==> src/rtl/cmd_pkg.sv <==
// cmd_pkg: shared command width, NOP encoding and arbiter state type
package cmd_pkg;
  localparam int CMD_W = 16;
  localparam logic [CMD_W-1:0] CMD_NOP = '0;
  typedef enum logic [1:0] {ARB_IDLE, ARB_HOLD_A, ARB_HOLD_B} arb_state_t;
endpackage

==> src/rtl/cmd_fifo.sv <==
// cmd_fifo: power-of-two command FIFO with flush; full/empty come from the count only
module cmd_fifo
  import cmd_pkg::*;
#(
  parameter int DEPTH = 4,
  parameter int W = CMD_W,
  localparam int AW = $clog2(DEPTH),
  localparam int CW = $clog2(DEPTH + 1)
) (
  input  logic          clk,
  input  logic          rst_n,
  input  logic          push,
  input  logic          pop,
  input  logic          flush,
  input  logic [W-1:0]  din,
  output logic [W-1:0]  dout,
  output logic [CW-1:0] count
);
  logic [W-1:0] mem_q [DEPTH];
  logic [AW-1:0] rd_q, wr_q;
  logic [CW-1:0] cnt_q;
  logic do_pop, do_push;
  assign do_pop = pop && cnt_q != '0;
  assign do_push = push && (cnt_q != CW'(DEPTH) || do_pop);
  always_ff @(posedge clk) begin
    if (!rst_n || flush) begin
      rd_q <= '0;
      wr_q <= '0;
      cnt_q <= '0;
    end else begin
      if (do_push) wr_q <= wr_q + AW'(1);
      if (do_pop) rd_q <= rd_q + AW'(1);
      cnt_q <= cnt_q + CW'(do_push) - CW'(do_pop);
    end
  end
  always_ff @(posedge clk) begin
    if (rst_n && !flush && do_push) mem_q[wr_q] <= din;
  end
  assign dout = mem_q[rd_q];
  assign count = cnt_q;
endmodule

==> src/rtl/cmd_sched.sv <==
// cmd_sched: arbitrates UART and diag command words into a FIFO feeding cmd_proc
module cmd_sched
  import cmd_pkg::*;
#(
  parameter int DEPTH = 4,
  parameter int STARVE_LIM = 3,
  localparam int CW = $clog2(DEPTH + 1)
) (
  input  logic             clk,
  input  logic             rst_n,
  input  logic [CMD_W-1:0] a_cmd,
  input  logic             a_rdy,
  output logic             a_clr,
  input  logic [CMD_W-1:0] b_cmd,
  input  logic             b_rdy,
  output logic             b_clr,
  output logic [CMD_W-1:0] cmd,
  output logic             cmd_rdy,
  input  logic             clr_cmd_rdy,
  input  logic             flush,
  output logic [CW-1:0]    q_cnt,
  output logic [7:0]       drop_cnt
);
  arb_state_t state_q, state_d;
  logic [3:0] starve_q, starve_d;
  logic [7:0] drop_q, drop_d;
  logic [CMD_W-1:0] win_cmd, fifo_dout;
  logic a_elig, b_elig, go, grant_a, grant_b, nop, push;
  always_comb begin
    a_elig = a_rdy && state_q != ARB_HOLD_A;
    b_elig = b_rdy && state_q != ARB_HOLD_B;
    go = !flush && (q_cnt != CW'(DEPTH) || clr_cmd_rdy);
    grant_a = go && a_elig && (!b_elig || starve_q >= 4'(STARVE_LIM));
    grant_b = go && b_elig && !grant_a;
    win_cmd = grant_a ? a_cmd : b_cmd;
    nop = win_cmd == CMD_NOP;
    push = (grant_a || grant_b) && !nop;
    state_d = grant_a ? ARB_HOLD_A : grant_b ? ARB_HOLD_B : ARB_IDLE;
    starve_d = (!a_rdy || grant_a) ? 4'd0
             : (a_elig && grant_b && starve_q != 4'hF) ? starve_q + 4'd1 : starve_q;
    drop_d = ((grant_a || grant_b) && nop && drop_q != 8'hFF) ? drop_q + 8'd1 : drop_q;
  end
  always_ff @(posedge clk) begin
    if (!rst_n) begin
      state_q <= ARB_IDLE;
      starve_q <= '0;
      drop_q <= '0;
    end else begin
      state_q <= state_d;
      starve_q <= starve_d;
      drop_q <= drop_d;
    end
  end
  cmd_fifo #(.DEPTH(DEPTH), .W(CMD_W)) u_fifo (
    .clk(clk),
    .rst_n(rst_n),
    .push(push),
    .pop(clr_cmd_rdy),
    .flush(flush),
    .din(win_cmd),
    .dout(fifo_dout),
    .count(q_cnt)
  );
  assign a_clr = state_q == ARB_HOLD_A;
  assign b_clr = state_q == ARB_HOLD_B;
  assign cmd_rdy = q_cnt != '0;
  assign cmd = cmd_rdy ? fifo_dout : CMD_NOP;
  assign drop_cnt = drop_q;
endmodule

==> config.mk <==
export PLATFORM = sky130hd
export DESIGN_NAME = cmd_sched
export DESIGN_NICKNAME = d
export VERILOG_FILES = /design/src/rtl/cmd_pkg.sv /design/src/rtl/cmd_fifo.sv /design/src/rtl/cmd_sched.sv
export SDC_FILE = /design/constraint.sdc
export NUM_CORES = 1
export LEC_CHECK = 0
export CAP_MARGIN = 10
export CORE_UTILIZATION = 57
export CTS_CLUSTER_DIAMETER = 120
export DETAILED_ROUTE_END_ITERATION = 16
export PLACE_DENSITY = 0.86
export SYNTH_ARGS = -nofsm -noshare
export SYNTH_HDL_FRONTEND = slang
export SYNTH_HIERARCHICAL = 1
export SYNTH_SLANG_ARGS = --single-unit
==> constraint.sdc <==
create_clock -name clk -period 7.7 [get_ports clk]
set_clock_uncertainty 0.15 [all_clocks]
set_input_delay 1.155 -clock clk [delete_from_list [all_inputs] [get_ports clk]]
set_output_delay 1.155 -clock clk [all_outputs]
set_load 0.01 [all_outputs]
==> impl_metrics.yaml, run 1 <==
yosys:
  syn_area_um2: 3990
  ys.flop_type: "edfxtp_1"
  synthCells: 272
  ys_types: 47
  synth_edf_count: 64
  synthTopCellsByArea: "edfxtp_1, dfxtp_1, mux4_2, mux2_2, nor2b_1"
  netlist.area_leader.share_pct: 48.1
  ys_seq_area_share_pct: 59.6
  yosysWarnings: 6
  synth_area_leader_cell: "edfxtp_1"
  avgSynthCellArea_um2: 14.7
  synthArstFlopShare_pct: 0
  synth_nets: 319
  synth_seq_cells: 87
drt:
  route.detailed.drc: 0
  first_pass_iters: 4
  vias_per_cell: 5.61
  routed_wl_um: 7570
  detail-route-antenna-nets: 0
  wl_per_cell_um: 17.1
  via_count: 2486
  drt_iter0_markers: 90
floorplan:
  die_h_um: 85.7
  die-area_um2: 7350
  placementRows: 30
  ios: 68
  initial_utilization_pct: 58.8
  die_w_um: 85.7
  coreArea_um2: 6790
sta:
  min_period_ns: 4.44
  fin_crit_sh_pct: 57.6
  slew_viol_final: 0
  hold_violations: 0
  setup_viol: 0
  relSlewSlack_pct: 26.8
  fmax_ghz: 0.225
  rsz0062_at_grt: "no"
  fin_setup_tns_ns: 0
  worst_pin_slew_ns: 1.10
setup_path:
  critPathBufInv: 4
  cp.required_ns: 7.82
  cp-end-kind: "register"
  worstPathCellList: "clkdlybuf4s50_1, or4b_4, nand3_4, or3_1, nand2_1, nor2_1, and2_4, inv_1, ha_1, inv_1, ha_1, inv_1, fa_1, xor2_1, and2_1, nor3_1"
  cp_common_cell: "inv_1"
  cp-start-kind: "primary input"
  slowest_stage: "or4b_4"
  path_class: "primary input to register"
  critPathArrivalTime_ns: 4.56
  cpPeakStageDelay_ns: 0.60
  crit_family: "simple AND/OR/NAND/NOR gates"
  critPathMaxFanout: 8
clock_tree:
  cts_setup_buffers: 0
  cts_tree: "yes"
  clockBufferDepth: 2
  htree_levels: 3
  cts-root-buf: "clkbuf_8"
  insertion_delay_ns: 0.35
  hold_buffers: 0
  clk_pin_slew_ns: 0.09
  clock_sinks: 87
  cts_buffers: 9
  postCtsResizedCells: 0
job:
  maxCapViolCount: 0
placement:
  port_buffers: 67
  dp_hpwl_um: 5350
  gp_congestion: 0.746
layout:
  syn_to_final_growth_pct: 23.9
  drive_gt1_share_pct: 19.9
  regArea_um2: 2380
  layout_common_cells: "clkdlybuf4s50_1, edfxtp_1, dfxtp_1, nor2b_1"
  utilization_pct: 72.9
  fill_cells: 455
  layout_commonest_cell: "clkdlybuf4s50_1"
  multiInputGateArea_um2: 1520
  finalNetCount: 389
  num_antenna_cells: 0
hold_path:
  hp-class: "register to register"
power:
  ir_worst_vdd_mv: 0.118
  p_total_mw: 0.950
  p_leak_nw: 1.65
  pwr_density_cell_nw_per_um2: 192
grt:
  grt_overflow_total: 0
  grt_usage_pct: 21.7
  antenna_found_initial: 0
  grt_pass1_wl_um: 11800
  grt_pass1_vias: 2437
  grt_max_degree: 23
run_status:
  status: "finished, final reports clean"
[registers in the layout (all words and copies together) (netlist names), named ones only]
name / cells
u_fifo/mem_q: 64
state_q: 2
u_fifo/count: 3
u_fifo/rd_q: 2
drop_cnt: 8
u_fifo/wr_q: 2
starve_q: 4
[kinds of logic after synthesis]
logic type | count (synthesis) | synth area share, %
compound gates | 18 | 3.98
xor+xnor | 3 | 0.658
fa+ha+maj | 9 | 3.01
buf+inv | 19 | 2.32
flops | 87 | 59.6
mux | 40 | 15.5
simple gates | 96 | 14.9
[worst register-to-register path, delay by kind of cell, from the launching register on]
family | cells | cell delay (ns)
AND/OR/NAND/NOR | 8 | 1.84
adder cells (fa/ha/maj) | 3 | 0.79
flip-flops | 1 | 0.41
buffers and inverters | 3 | 0.16
XOR/XNOR | 1 | 0.16
[final timing paths]
kind / cells past startpoint / end / slack [ns] / from
worst min register to register: 1 / starve_q[3] / 0.34 / starve_q[3]
worst max register to register: 15 / u_fifo/count[2] / 4.12 / u_fifo/count[1]
worst min-delay path: 1 / starve_q[3] / 0.34 / starve_q[3]
worst max-delay path: 16 / u_fifo/count[2] / 3.26 / clr_cmd_rdy
[metrics by stage]
stage	hold slack (ns)	setup slack [ns]	area (µm²)	cells
2_1_floorplan	0.307	3.70	3990	272
6_report	0.336	3.26	4950	443
5_1_grt	0.345	3.03	4950	443
3_3_place_gp	0.318	3.04	4740	427
3_5_place_dp	0.321	2.89	4740	427
4_1_cts	0.334	3.25	4950	443
[cells in the mapped netlist, types with 6 or more instances]
cell and instances:
nor4_1 8, mux4_2 16, edfxtp_1 64, nor2b_1 18, mux2_2 16, ha_1 8, nor2_1 8, nand3_1 6
inv_1 10, nand2b_1 8, nand2_1 15, mux2i_1 8, dfxtp_1 23
[power by group]
part,internal (mW),leakage [nW],switching [mW]
Clock,0.157,0.103,0.172
Combinational,0.0584,0.786,0.0480
Sequential,0.510,0.763,0.00536
[layout make-up]
class	instances	share of cell area, %
tap	96	2.43
inverter	10	0.758
multi-input combinational	166	30.8
sequential	87	48.1
clock inverter	7	1.69
clock buffer	9	2.50
timing repair buffer	68	13.7
[routing by layer]
layer  share of wire (%)  track usage, %
met2                  50            37.6
met1                  41            26.8
met4                 1.7            9.24
met3                 7.3            4.14
met5                   0               0
(Power assumes the default switching activity.)
==> inputs of run 2 (changes only) <==
--- a/config.mk
+++ b/config.mk
@@ -6,10 +6,10 @@
 export NUM_CORES = 1
 export LEC_CHECK = 0
 export CAP_MARGIN = 10
-export CORE_UTILIZATION = 57
+export CORE_UTILIZATION = 48
 export CTS_CLUSTER_DIAMETER = 120
 export DETAILED_ROUTE_END_ITERATION = 16
-export PLACE_DENSITY = 0.86
+export PLACE_DENSITY = 0.77
 export SYNTH_ARGS = -nofsm -noshare
 export SYNTH_HDL_FRONTEND = slang
 export SYNTH_HIERARCHICAL = 1
==> constraint.sdc (replaced) <==
create_clock -name clk -period 4 [get_ports clk]
set_clock_uncertainty 0.15 [all_clocks]
set_input_delay 0.6 -clock clk [delete_from_list [all_inputs] [get_ports clk]]
set_output_delay 0.6 -clock clk [all_outputs]
set_load 0.01 [all_outputs]
==> run 2 against run 1 <==
  * Via count up 1.7%
  * Register-to-register slack got worse by 3.4 ns
  * Highest routed layer unchanged
  * Setup slack got worse by 2.9 ns
  * Sequential power up 92%
  * Clock-buffer cell count stayed put
  * Largest power group unchanged
  * Non-clock buffer count increased by 7
  * First-iteration DRC count shrank 2.2%
==> impl_metrics.yaml, run 2 (synthesis results as in run 1) <==
setup_path:
  critPathBufInv: 4
  cp_common_cell: "inv_1"
  cp.required_ns: 4.13
  cp-end-kind: "register"
  cp-start-kind: "primary input"
  slowest_stage: "nor4_1"
  cpPeakStageDelay_ns: 0.51
  critPathMaxFanout: 6
  worstPathCellList: "clkdlybuf4s50_1, nor4_1, nand4_1, or3_1, nand2_1, nor2_1, and2_4, inv_1, ha_1, inv_1, ha_1, inv_1, fa_1, xor2_1, and2_1, nor3_1"
  reg2reg_slack_ns: 0.68
  path_class: "primary input to register"
  critPathArrivalTime_ns: 3.79
  crit_family: "simple AND/OR/NAND/NOR gates"
clock_tree:
  clockBufferDepth: 2
  cts_setup_buffers: 0
  cts_tree: "yes"
  clk_pin_slew_ns: 0.08
  cts_buffers: 9
  postCtsResizedCells: 0
  htree_levels: 3
  hold_buffers: 0
  cts-root-buf: "clkbuf_8"
  clock_sinks: 87
  insertion_delay_ns: 0.35
power:
  pwr_density_cell_nw_per_um2: 362
  p_leak_nw: 1.69
  p_total_mw: 1.81
  ir_worst_vdd_mv: 0.168
floorplan:
  initial_utilization_pct: 50.6
  die-area_um2: 8690
  placementRows: 32
  ios: 68
  die_h_um: 93.2
  coreArea_um2: 7890
  die_w_um: 93.2
layout:
  finalNetCount: 396
  multiInputGateArea_um2: 1520
  layout_commonest_cell: "clkdlybuf4s50_1"
  drive_gt1_share_pct: 21.5
  layout_common_cells: "clkdlybuf4s50_1, edfxtp_1, dfxtp_1, nor2b_1"
  fill_cells: 605
  stdcell_count: 456
  final_area_um2: 5000
  regArea_um2: 2380
  syn_to_final_growth_pct: 25.3
  num_antenna_cells: 0
  regMostFlops: "u_fifo/mem_q"
  largest_register_ffs: 64
sta:
  fin_crit_sh_pct: 91.6
  setup_viol: 0
  fmax_ghz: 0.273
  min_period_ns: 3.66
  hold_violations: 0
  slew_viol_final: 0
  relSlewSlack_pct: 45.9
  fin_setup_tns_ns: 0
  worst_pin_slew_ns: 0.811
  rsz0062_at_grt: "no"
placement:
  dp_hpwl_um: 5520
  gp_congestion: 0.813
  place_area_um2: 4800
  dp.cells: 440
  port_buffers: 67
drt:
  detail-route-antenna-nets: 0
  route.detailed.drc: 0
  via_count: 2528
  wl_per_cell_um: 17.1
  routed_wl_um: 7810
  vias_per_cell: 5.54
  drt_iter0_markers: 88
  first_pass_iters: 4
grt:
  antenna_found_initial: 0
  grt_usage_pct: 19.1
  grt_pass1_wl_um: 12300
  grt_max_degree: 23
  grt_overflow_total: 0
  grt_pass1_vias: 2550
hold_path:
  hp-class: "register to register"
job:
  maxCapViolCount: 0
run_status:
  status: "finished, final reports clean"
==> run 2: cell count changes in the layout (fill, tap and decap cells not counted) <==
| cell | previous run | this run |
|---|---|---|
| clkinvlp_4 | 1 | 0 |
| buf_4 | 1 | 8 |
| clkinv_2 | 0 | 2 |
| inv_6 | 4 | 3 |
==> run 2: final timing paths <==
path	from	endpoint	cells past startpoint
worst min register to register	starve_q[2]	starve_q[2]	1
worst max-delay path	a_cmd[5]	u_fifo/count[2]	16
worst min-delay path	starve_q[2]	starve_q[2]	1
worst max register to register	u_fifo/count[2]	u_fifo/count[2]	15
==> run 2: through the flow <==
stage               hold WS [ns]  setup slack, ns  util (%)
global placement           0.312          0.00864      60.9
global route               0.361            0.149      63.4
finish                     0.344            0.337      63.4
CTS                        0.346            0.309      63.4
detailed placement         0.328          -0.0482      60.9
floorplan                  0.307            0.556         -
==> run 2: cell type report <==
class	count	area share, %
Sequential cell	87	47.6
Multi-Input combinational cell	166	30.5
Timing Repair Buffer	75	14.6
Tap cell	102	2.55
Clock buffer	9	2.48
Clock inverter	7	1.55
Inverter	10	0.750
==> run 2: power breakdown <==
part | leakage, nW | internal, mW | total [mW] | switching (mW)
clock | 0.106 | 0.297 | 0.611 | 0.314
sequential | 0.763 | 0.981 | 0.988 | 0.00699
combinational | 0.820 | 0.115 | 0.211 | 0.0964
==> run 2: per-layer routing <==
metal	vias to the layer above	routed length [µm]	global-route usage (%)	share of wire (%)
met5	-	0	0	0
met4	0	49	5.00	0.63
met3	7	427	4.15	5.5
met2	70	3970	34.9	51
met1	1257	3370	22.8	43
li1	1194	-	-	-
